`src/rtl/arb_pkg.sv`:
```
// Shared types and the rotating-priority pick used by the 4-way round-robin arbiter.
package arb_pkg;
  localparam int N_REQ = 4;
  localparam int IDX_W = 2;

  typedef enum logic {IDLE = 1'b0, BUSY = 1'b1} arb_state_t;

  // Returns {found, index}: rotate so ptr lands at bit 0, take the lowest set bit, rotate back.
  function automatic logic [IDX_W:0] rr_pick(input logic [N_REQ-1:0] mask,
                                             input logic [IDX_W-1:0] ptr);
    logic [2*N_REQ-1:0] dbl;
    logic [N_REQ-1:0]   rot;
    dbl     = {mask, mask} >> ptr;
    rot     = dbl[N_REQ-1:0];
    rr_pick = '0;
    for (int i = N_REQ - 1; i >= 0; i--)
      if (rot[i]) rr_pick = {1'b1, IDX_W'(i) + ptr};
  endfunction
endpackage

```
`src/rtl/onehot_enc4.sv`:
```
// 4-bit one-hot to 2-bit index encoder; zero input encodes to 00.
module onehot_enc4
  import arb_pkg::*;
(
  input  logic [N_REQ-1:0] i_onehot,
  output logic [IDX_W-1:0] o_idx
);
  assign o_idx = {i_onehot[2] | i_onehot[3], i_onehot[1] | i_onehot[3]};
endmodule

```
`src/rtl/rr_arb4_ctrl.sv`:
```
// 4-requester round-robin arbiter with registered one-hot grant.
// Optional hold-timeout fairness is compiled in with `define RR_ARB_TIMEOUT_EN.
module rr_arb4_ctrl
  import arb_pkg::*;
#(
  parameter int HOLD_MAX = 8
) (
  input  logic             clk,
  input  logic             rst,
  input  logic [N_REQ-1:0] req,
  output logic [N_REQ-1:0] gnt,
  output logic [IDX_W-1:0] gnt_id,
  output logic             gnt_valid
);
  arb_state_t       r_state, w_state_nxt;
  logic [N_REQ-1:0] r_gnt, w_gnt_nxt;
  logic [IDX_W-1:0] r_ptr, w_ptr_nxt;
  logic [IDX_W-1:0] w_id;
  logic [IDX_W:0]   w_pick;
  logic             w_hold;

  onehot_enc4 u_enc (.i_onehot(r_gnt), .o_idx(w_id));

`ifdef RR_ARB_TIMEOUT_EN
  localparam int CNT_W = $clog2(HOLD_MAX + 1);
  logic [CNT_W-1:0] r_cnt, w_cnt_nxt, w_cnt_inc;
  logic             w_expire;
  assign w_cnt_inc = r_cnt + 1'b1;
  assign w_expire  = (w_cnt_inc >= CNT_W'(HOLD_MAX));
`else
  // HOLD_MAX only matters when the timeout is compiled in.
  localparam int unused_hold_max = HOLD_MAX;
`endif

  assign w_hold = (r_state == BUSY) && req[w_id];

  always_comb begin
    // Current holder is masked out, so one pick covers idle, hand-off and timeout.
    w_pick      = rr_pick(req & ~r_gnt, r_ptr);
    w_gnt_nxt   = r_gnt;
    w_ptr_nxt   = r_ptr;
    w_state_nxt = r_state;
`ifdef RR_ARB_TIMEOUT_EN
    w_cnt_nxt   = r_cnt;
`endif
    if (w_hold) begin
`ifdef RR_ARB_TIMEOUT_EN
      if (w_expire && w_pick[IDX_W]) begin
        w_gnt_nxt = N_REQ'(1) << w_pick[IDX_W-1:0];
        w_ptr_nxt = w_pick[IDX_W-1:0] + 1'b1;
        w_cnt_nxt = '0;
      end else if (w_expire) begin
        w_cnt_nxt = '0;
      end else begin
        w_cnt_nxt = w_cnt_inc;
      end
`endif
    end else if (w_pick[IDX_W]) begin
      w_gnt_nxt   = N_REQ'(1) << w_pick[IDX_W-1:0];
      w_ptr_nxt   = w_pick[IDX_W-1:0] + 1'b1;
      w_state_nxt = BUSY;
`ifdef RR_ARB_TIMEOUT_EN
      w_cnt_nxt   = '0;
`endif
    end else begin
      w_gnt_nxt   = '0;
      w_state_nxt = IDLE;
`ifdef RR_ARB_TIMEOUT_EN
      w_cnt_nxt   = '0;
`endif
    end
  end

  always_ff @(posedge clk or posedge rst) begin
    if (rst) begin
      r_state <= IDLE;
      r_gnt   <= '0;
      r_ptr   <= '0;
`ifdef RR_ARB_TIMEOUT_EN
      r_cnt   <= '0;
`endif
    end else begin
      r_state <= w_state_nxt;
      r_gnt   <= w_gnt_nxt;
      r_ptr   <= w_ptr_nxt;
`ifdef RR_ARB_TIMEOUT_EN
      r_cnt   <= w_cnt_nxt;
`endif
    end
  end

  assign gnt       = r_gnt;
  assign gnt_id    = w_id;
  assign gnt_valid = |r_gnt;
endmodule

```
`config.mk`:
```
export PLATFORM = sky130hd
export DESIGN_NAME = rr_arb4_ctrl
export DESIGN_NICKNAME = d
export VERILOG_FILES = /design/src/rtl/arb_pkg.sv /design/src/rtl/onehot_enc4.sv /design/src/rtl/rr_arb4_ctrl.sv
export SDC_FILE = /design/constraint.sdc
export NUM_CORES = 1
export LEC_CHECK = 0
export CAP_MARGIN = 20
export CORE_MARGIN = 2
export CORE_UTILIZATION = 30
export CTS_BUF_LIST = sky130_fd_sc_hd__clkbuf_8
export CTS_CLUSTER_DIAMETER = 60
export CTS_CLUSTER_SIZE = 16
export DETAILED_ROUTE_END_ITERATION = 12
export HOLD_SLACK_MARGIN = 0.1
export PLACE_DENSITY = 0.61
export SLEW_MARGIN = 20
export SYNTH_ARGS = -nofsm -noshare
export SYNTH_HDL_FRONTEND = slang
export SYNTH_SLANG_ARGS = --single-unit
```
`constraint.sdc`:
```
create_clock -name clk -period 1.3 [get_ports clk]
set_input_delay 0.13 -clock clk [delete_from_list [all_inputs] [get_ports clk]]
set_output_delay 0.13 -clock clk [all_outputs]
set_load 0.05 [all_outputs]
```
-- Word-level counts from Yosys, hierarchy flattened
Index checks and enable logic that the tools add are counted.
- flip-flop bits (word level): 7
- latch bits: 0
- memory bits (writable): 0
- bits in read-only memories: 0
- bits of input ports: 6
- output and inout port bits: 7
- logic and storage cells: 26
- memories kept: 0
- add/subtract/negate cells: 4
- $mul: 0
- divide/modulo/power cells: 0
- order comparisons: 1
- equality and inequality tests: 0
- shifts and indexed selects: 2
- mux-type cells: 8
- bitwise operators: 5
- reductions and logical operators: 3
- operators by type and width (kind ; count):
    3-bit 2-to-1 mux ; 4
    8-bit by 2-bit right shift with 4-bit output ; 1
    2-bit adder (first input constant) ; 2
    4-bit bitwise AND ; 1
    4-bit 2-to-1 mux ; 1
    4-bit NOT ; 1
    4-bit OR reduction ; 1
    1-bit by 2-bit left shift with 4-bit output (first input constant) ; 1
    2-bit by 3-bit < comparator with 1-bit output (second input constant) ; 1
    1-bit by 2-bit adder with 2-bit output (first input constant) ; 1
    2-bit by 1-bit adder with 2-bit output (second input constant) ; 1
    1-bit binary-select mux with 2-bit select ; 1
    1-bit 2-to-1 mux ; 2
    1-bit OR ; 2
    2-bit AND reduction ; 1
    1-bit logical AND ; 1
    1-bit NOT ; 1

-- Depth between registers and ports, before layout
Gate-level depths: netlist of the first run.
- depth in word-level cells: 9
- mapped depth: 6
- mapped depth without buffers: 5

-- By module
From an unflattened synthesis of the first run, not the netlist that was laid out.
- cells, all modules: 53
- area, all modules: 531.8 µm²
- by module, submodules not included (module ; instances ; cells each ; area each (µm²) ; sequential area each (µm²)):
    rr_arb4_ctrl ; 1 ; 51 ; 519.2 ; 175.2
    onehot_enc4 ; 1 ; 2 ; 12.5 ; 0.0

-- Worst setup path after synthesis of the first run
Ideal clock, no wire load.
- path kind: reg-to-reg
- start point: register r_gnt[2], in the netlist gnt[2]
- end point: register r_ptr[0]
- data arrival time: 1944 ps
- setup slack: -763 ps
- cell stages (with the launch flop): 6
- buffers on the path: 0
- period minus slack after synthesis: 2063 ps
- cell sequence: dfrtp_1 > or2_1 > o221ai_4 > nor2_4 > nand3b_4 > a21bo_1
- elaborated cells between the ends (all ways): 14
- classes of those cells: add/sub: 1; shift: 1; mux: 6; bitwise: 4; reduce/logical: 2
- RTL lines (item ; line ; source):
    from (decl) ; rr_arb4_ctrl.sv:16 ; logic [N_REQ-1:0] r_gnt, w_gnt_nxt;
    from (signal assigned) ; rr_arb4_ctrl.sv:84 ; r_gnt <= w_gnt_nxt;
    1-bit OR ; onehot_enc4.sv:8 ; assign o_idx = {i_onehot[2] | i_onehot[3], i_onehot[1] | i_onehot[3]};
    net gnt_id[1] ; rr_arb4_ctrl.sv:12 ; output logic [IDX_W-1:0] gnt_id,
    1-bit binary-select mux with 2-bit select ; rr_arb4_ctrl.sv:35 ; assign w_hold = (r_state == BUSY) && req[w_id];
    1-bit 2-to-1 mux (not written as such) ; rr_arb4_ctrl.sv:35 ;
    1-bit logical AND ; rr_arb4_ctrl.sv:35 ;
    1-bit NOT (no source line) ; - ;
    2-bit AND reduction (no source line) ; - ;
    to (signal assigned) ; rr_arb4_ctrl.sv:85 ; r_ptr <= w_ptr_nxt;
    to (decl) ; rr_arb4_ctrl.sv:17 ; logic [IDX_W-1:0] r_ptr, w_ptr_nxt;
The timed path passes the listed nets, and every way through them passes these cells. The select of a mux whose other input is x is not followed.
A chain may end at the register's enable or synchronous reset.

-- Final worst setup path of the first run
- start point: register r_gnt[1], in the netlist gnt[1]
- end point: output gnt_valid
- word-level cells in the longest chain between the ends: 1
- ends and longest elaborated chain (item ; line ; source):
    4-bit OR reduction ; rr_arb4_ctrl.sv:94 ; assign gnt_valid = |r_gnt;
    to (decl) ; rr_arb4_ctrl.sv:13 ; output logic gnt_valid
No other way between the ends.

==> results of run 1 <==
## metal layers
layer | up-vias | wire length, µm
li1 | 269 | -
met1 | 266 | 617
met2 | 18 | 850
met3 | 5 | 60
met4 | 0 | 35
met5 | - | 0
## worst register-to-register path: cells and delay by family (launching register included)
| kind | cells | cell delay, ns |
|---|---|---|
| AND/OR/NAND/NOR | 2 | 0.26 |
| multiplexers | 1 | 0.33 |
| flip-flops | 1 | 0.44 |
| AO/OA/AOI/OAI | 2 | 0.44 |
## registers in the layout, summed over array words and instances (netlist names)
name / cells
r_state: 1
gnt: 4
r_ptr: 2
## cells in the final DEF (no fill, tap or decap), drive strengths merged, types with 2 or more instances in the layout
cell,synthesis,layout
nor2b,4,4
o21ai,3,3
or2,3,3
clkdlybuf4s50,0,4
inv,3,4
a211oi,2,2
nor2,3,3
nand2b,3,3
clkbuf,0,3
mux2i,2,2
or3,2,2
nand2,5,5
buf,1,32
nor3b,2,2
o31ai,2,2
dfrtp,7,7
## kinds of logic (layout without fill, tap and decap cells)
kind of cell	after synthesis	in the layout	share of synthesized area (%)
and+or+nand+nor	23	23	30.3
xor gates and xnor gates	1	1	1.66
buffers and inverters	4	44	3.07
DFF	7	7	33.1
AOI/OAI and AO/OA	14	14	26.0
muxes	3	3	5.91
## power by group through the flow
stage	clock network [mW]	logic [mW]	registers, mW
after detailed placement	0	1.99	0.455
after floorplan	0	1.05	0.606
after CTS	0.305	2.27	0.452
after global routing	0.317	2.65	0.466
final	0.302	2.49	0.456
after global placement	0	1.97	0.451
## worst max path at each step
stage	to	depth (start not counted)	slack, ns	from
floorplan	r_ptr[0]$_DFFE_PP0P_	5	-0.31	gnt[2]$_DFFE_PP0N_
global placement	r_ptr[1]$_DFFE_PP0P_	6	-0.42	req[0]
detailed placement	r_ptr[1]$_DFFE_PP0P_	6	-0.47	req[0]
CTS	gnt_valid	3	-0.26	gnt[3]$_DFFE_PP0N_
global route	r_ptr[0]$_DFFE_PP0P_	5	-0.30	gnt[1]$_DFFE_PP0N_
finish	gnt_valid	3	-0.27	gnt[1]$_DFFE_PP0N_
## area by class of cell
| cell class | instances | share of cell area [%] |
|---|---|---|
| timing repair buffer | 37 | 36.1 |
| tap | 17 | 2.05 |
| multi-input combinational | 41 | 39.0 |
| clock inverter | 1 | 0.362 |
| clock buffer | 3 | 3.99 |
| inverter | 3 | 1.09 |
| sequential | 7 | 17.4 |
## what timing repair did
action,4_1_cts,5_1_grt
gates resized for setup,13,13
pin swaps,4,9
setup buffers,4,5
endpoints found under the setup margin,10,11
## metrics by stage
stage               power (mW)  hold WS (ns)  util, %  worst slack (ns)  instances
finish                    3.25         0.129     61.3            -0.271        109
global route              3.43         0.182     61.3            -0.295        109
CTS                       3.03         0.144     56.9            -0.258        105
detailed placement        2.45         0.387     49.6            -0.474         97
global placement          2.43         0.376     49.6            -0.417         97
floorplan                 1.66       -0.0669        -            -0.313         52
==> flow_metrics.env, run 1 <==
export IMPL_power_switching_mw=1.39
export IMPL_final_hold_viol_count=0
export IMPL_synth_edff_count=0
export IMPL_criticalPathCategory="flop to output port"
export IMPL_die_h_um=46
export IMPL_grtUsageTotal_pct=16.8
export IMPL_numCtsBuffers=3
export IMPL_synthFlopType="dfrtp_1"
export IMPL_grt_pass1_wl_um=2460
export IMPL_min_period_over_period_pct=121
export IMPL_via_count=558
export IMPL_met1_usage_pct=18.9
export IMPL_syn_area_um2=529
export IMPL_diodes=0
export IMPL_ir_drop_uv=1650
export IMPL_clk_pin_slew_ns=0.04
export IMPL_violations="setup timing"
export IMPL_core_area_mm2=0.00169
export IMPL_arrival_ns=1.44
export IMPL_synth_warnings=0
export IMPL_crit_required_ns=1.17
export IMPL_route_antenna_remaining_nets=0
export IMPL_synthTopCellsByArea="dfrtp_1 (33%), o221ai_4 (5.0%), mux2i_1 (3.8%)"
export IMPL_cp_num_buf_inv=1
export IMPL_crit_family="simple AND/OR/NAND/NOR gates"
export IMPL_grt_use_met2_pct=29.7
export IMPL_finalClockSkew_ns=0.00337
export IMPL_die_x_um=46
export IMPL_drc_errors=0
export IMPL_critPathSlowestCell="dfrtp_2"
export IMPL_grt_util_met3_pct=2.78
export IMPL_cp_end_kind="output port"
export IMPL_synth_top_cell_by_area="dfrtp_1"
export IMPL_stdcell_area_mm2=0.00104
export IMPL_grt_max_degree=8
export IMPL_synth_area_per_cell_um2=10.2
export IMPL_comb_power_share_pct=76.7
export IMPL_ys_top_cells_by_count="dfrtp_1 (7), nand2_1 (5)"
export IMPL_worst_slew_pin_slew_ns=0.311
export IMPL_r2r_slack_ns=-0.25
export IMPL_setup_tns_ns=-1.83
export IMPL_cts_root_buffer="clkbuf_8"
export IMPL_p_int_mw=1.86
export IMPL_cts_tree="yes"
export IMPL_fin_ws_ns=-0.271
export IMPL_grt_pass1_vias=562
export IMPL_htreeDepth=1
export IMPL_slew_limit_headroom_pct=79.3
export IMPL_outcome="complete, but fails checks"
export IMPL_p_clk_share_pct=9.3
export IMPL_cp_slowest_stage_delay_ns=0.44
export IMPL_reg2reg_from="gnt[1]$_DFFE_PP0N_"
export IMPL_start_util_pct=31.3
export IMPL_crit_chain="or2_4 -> or3_4 -> buf_8"
export IMPL_dp_hpwl_um=1100
export IMPL_fp_row_count=15
export IMPL_rsz0062_at_grt="true"
export IMPL_switching_share_pct=42.8
export IMPL_fmaxAchievable_mhz=637
export IMPL_ctsHoldBuffers=0
export IMPL_n_fill_cell=138
export IMPL_viasPerCell=5.12
export IMPL_io_pins=13
export IMPL_async_flop_share_pct=100
export IMPL_seq_area_um2=180
export IMPL_drtPass1Iterations=4
export IMPL_multiInputGateArea_um2=404
export IMPL_powerDensity_mw_per_mm2=3140
export IMPL_synth_most_common_cell="dfrtp_1"
export IMPL_yosys_area_top_type_share_pct=33.1
export IMPL_synth_net_count=58
export IMPL_insertion_delay_ns=0.23
export IMPL_setup_violations=10
export IMPL_nNetsFinal=99
export IMPL_netlist_cell_type_count=29
export IMPL_overflow=0
export IMPL_placed_area_um2=838
export IMPL_drt_initial_drc_count=11
export IMPL_clock_sinks=7
export IMPL_r2r_cells=5
export IMPL_period_minus_slack_ns=1.57
export IMPL_slew_viol_final=0
export IMPL_synth_cells=52
export IMPL_path_max_fanout=5
export IMPL_yosysSeqAreaShare_pct=33.1
export IMPL_routedWlPerCell_um=14.3
export IMPL_die_area_mm2=0.00212
export IMPL_antenna_found_initial=0
export IMPL_cts_buffer_depth=2
export IMPL_maxCapViolations=0
export IMPL_worst_hold_path_type="primary input to asynchronous set/reset pin"
export IMPL_cp_start_kind="flop"
export IMPL_top_usage_layer="met2"
export IMPL_portBuffers=12
export IMPL_timing_rr_end="r_ptr[0]$_DFFE_PP0P_"
export IMPL_finalWeightedCongestion=0.912
export IMPL_area_growth_pct=95.7
export IMPL_synth_seq_cells=7
export IMPL_drive_above_1_share_pct=65.2
export IMPL_drt_wl_total_um=1560
export IMPL_pwr_share_seq_pct=14.0
export IMPL_leakage_nw=0.470
(Power assumes the default switching activity.)
==> run 2: changes to the inputs <==
--- a/config.mk
+++ b/config.mk
@@ -5,15 +5,14 @@
 export SDC_FILE = /design/constraint.sdc
 export NUM_CORES = 1
 export LEC_CHECK = 0
-export CAP_MARGIN = 20
-export CORE_MARGIN = 2
-export CORE_UTILIZATION = 30
+export CORE_AREA = 2 2 39 41
 export CTS_BUF_LIST = sky130_fd_sc_hd__clkbuf_8
 export CTS_CLUSTER_DIAMETER = 60
 export CTS_CLUSTER_SIZE = 16
 export DETAILED_ROUTE_END_ITERATION = 12
+export DIE_AREA = 0 0 41 43
 export HOLD_SLACK_MARGIN = 0.1
-export PLACE_DENSITY = 0.61
+export PLACE_DENSITY = 0.75
 export SLEW_MARGIN = 20
 export SYNTH_ARGS = -nofsm -noshare
 export SYNTH_HDL_FRONTEND = slang
==> flow_metrics.env, run 2 (synthesis gave the netlist of run 1 again) <==
export IMPL_dp_cells=92
export IMPL_area_growth_pct=75.4
export IMPL_criticalPathCategory="flop to output port"
export IMPL_dp_hpwl_um=1030
export IMPL_grt_pass1_vias=520
export IMPL_stdcell_area_um2=928
export IMPL_cts_root_buffer="clkbuf_8"
export IMPL_antenna_found_initial=0
export IMPL_min_period_over_period_pct=118
export IMPL_clock_sinks=7
export IMPL_crit_required_ns=1.17
export IMPL_powerDensity_mw_per_mm2=3130
export IMPL_fin_ws_ns=-0.240
export IMPL_placed_area_um2=807
export IMPL_largest_reg_flops=4
export IMPL_cp_num_buf_inv=1
export IMPL_cp_end_kind="output port"
export IMPL_outcome="complete, but fails checks"
export IMPL_critPathSlowestCell="dfrtp_2"
export IMPL_drive_above_1_share_pct=54.9
export IMPL_fmaxAchievable_mhz=649
export IMPL_clk_pin_slew_ns=0.04
export IMPL_final_common_cell="buf_4"
export IMPL_ir_drop_uv=1550
export IMPL_ctsHoldBuffers=0
export IMPL_numCtsBuffers=3
export IMPL_die_x_um=41
export IMPL_grtUsageTotal_pct=17.9
export IMPL_viasPerCell=5.12
export IMPL_htreeDepth=1
export IMPL_drt_wl_total_um=1270
export IMPL_leakage_nw=0.410
export IMPL_rsz0062_at_grt="true"
export IMPL_cp_start_kind="flop"
export IMPL_cp_slowest_stage_delay_ns=0.44
export IMPL_finalClockSkew_ns=0.00309
export IMPL_worst_hold_path_type="primary input to asynchronous set/reset pin"
export IMPL_crit_chain="or2_4 -> or3_4 -> buf_8"
export IMPL_finalWeightedCongestion=0.842
export IMPL_cts_tree="yes"
export IMPL_worst_slew_pin_slew_ns=0.349
export IMPL_io_pins=13
export IMPL_route_antenna_remaining_nets=0
export IMPL_diodes=0
export IMPL_slew_viol_final=0
export IMPL_path_depth=3
export IMPL_portBuffers=12
export IMPL_crit_family="simple AND/OR/NAND/NOR gates"
export IMPL_slew_limit_headroom_pct=76.7
export IMPL_die_area_mm2=0.00176
export IMPL_r2r_cells=5
export IMPL_grt_max_degree=10
export IMPL_final_hold_viol_count=0
export IMPL_maxCapViolations=0
export IMPL_drc_errors=0
export IMPL_finalNonFillerCells=98
export IMPL_worst_hold_slack_ns=0.134
export IMPL_die_h_um=43
export IMPL_violations="setup timing"
export IMPL_via_count=502
export IMPL_drtPass1Iterations=2
export IMPL_path_max_fanout=6
export IMPL_nNetsFinal=89
export IMPL_period_minus_slack_ns=1.54
export IMPL_grt_pass1_wl_um=2090
export IMPL_setup_violations=9
export IMPL_cts_buffer_depth=2
export IMPL_routedWlPerCell_um=13.0
export IMPL_drt_initial_drc_count=6
export IMPL_insertion_delay_ns=0.23
export IMPL_arrival_ns=1.41
export IMPL_start_util_pct=38.2
export IMPL_overflow=0
export IMPL_core_area_mm2=0.00138
export IMPL_fp_row_count=14
export IMPL_final_cell_mix="buf_4 (15), nand2_1 (5)"
[run 2: cell types whose count changed in the layout (fill, tap and decap cells not counted), sizes merged]
| cell | delta |
|---|---|
| dlygate4sd2 | -1 |
| buf | -10 |
| dlymetal6s2s | +1 |
[run 2: final cells by class]
class                           count  area, µm²
Multi-Input combinational cell     41        389
Timing Repair Buffer               27        283
Clock inverter                      1       3.75
Sequential cell                     7        180
Tap cell                           16       20.0
Clock buffer                        3       41.3
Fill cell                         112        455
Inverter                            3       11.3
[run 2: through the flow]
step / utilization (%) / setup WS [ns] / total power [mW] / TNS (ns)
after floorplan: - / -0.313 / 1.66 / -2.02
after global placement: 58.3 / -0.414 / 2.32 / -2.42
after detailed placement: 58.3 / -0.450 / 2.35 / -2.59
after CTS: 65.6 / -0.242 / 2.87 / -1.81
after global routing: 67.1 / -0.288 / 3.08 / -2.28
final: 67.1 / -0.240 / 2.91 / -1.63
[run 2: worst paths after layout]
check                                     startpoint  slack (ns)                    to
worst max-delay path              gnt[1]$_DFFE_PP0N_       -0.24             gnt_valid
worst min-delay path                             rst        0.13   r_state$_DFFE_PP0N_
worst max register to register    gnt[1]$_DFFE_PP0N_       -0.23  r_ptr[0]$_DFFE_PP0P_
worst min register to register  r_ptr[0]$_DFFE_PP0P_        0.54  r_ptr[0]$_DFFE_PP0P_
max in group asynchronous                        rst        0.93    gnt[0]$_DFFE_PP0N_
min in group clk                              req[2]        0.39    gnt[2]$_DFFE_PP0N_
[run 2: routing by layer]
layer / wire length, µm / share of wire [%] / global-route usage, % / vias up
li1: - / - / - / 253
met1: 573 / 45 / 20.7 / 231
met2: 616 / 48 / 28.7 / 16
met3: 58 / 4.6 / 4.71 / 2
met4: 25 / 2.0 / 8.67 / 0
met5: 0 / 0 / 0 / -
[run 2: what timing repair did]
item / CTS / global route
setup endpoints to repair: 9 / 9
hold endpoints to repair: 0 / 0
buffers inserted: 2 / 0
gates resized for setup: 8 / 4
pin swaps: 3 / 2
[run 2: report_power, final]
part | switching, mW | internal (mW) | total (mW) | leakage, nW
Clock | 0.0925 | 0.204 | 0.296 | 0.0269
Sequential | 0.141 | 0.323 | 0.464 | 0.0795
Combinational | 1.06 | 1.08 | 2.15 | 0.304
Total | 1.29 | 1.61 | 2.91 | 0.410
[run 2: worst reg2reg max path, cell delays in order (launching register included)]
cell and delay (ns):
dfrtp_2 0.41, mux2_2 0.38, o221ai_4 0.23, nor2_4 0.07, nand3b_4 0.17, a21bo_1 0.19
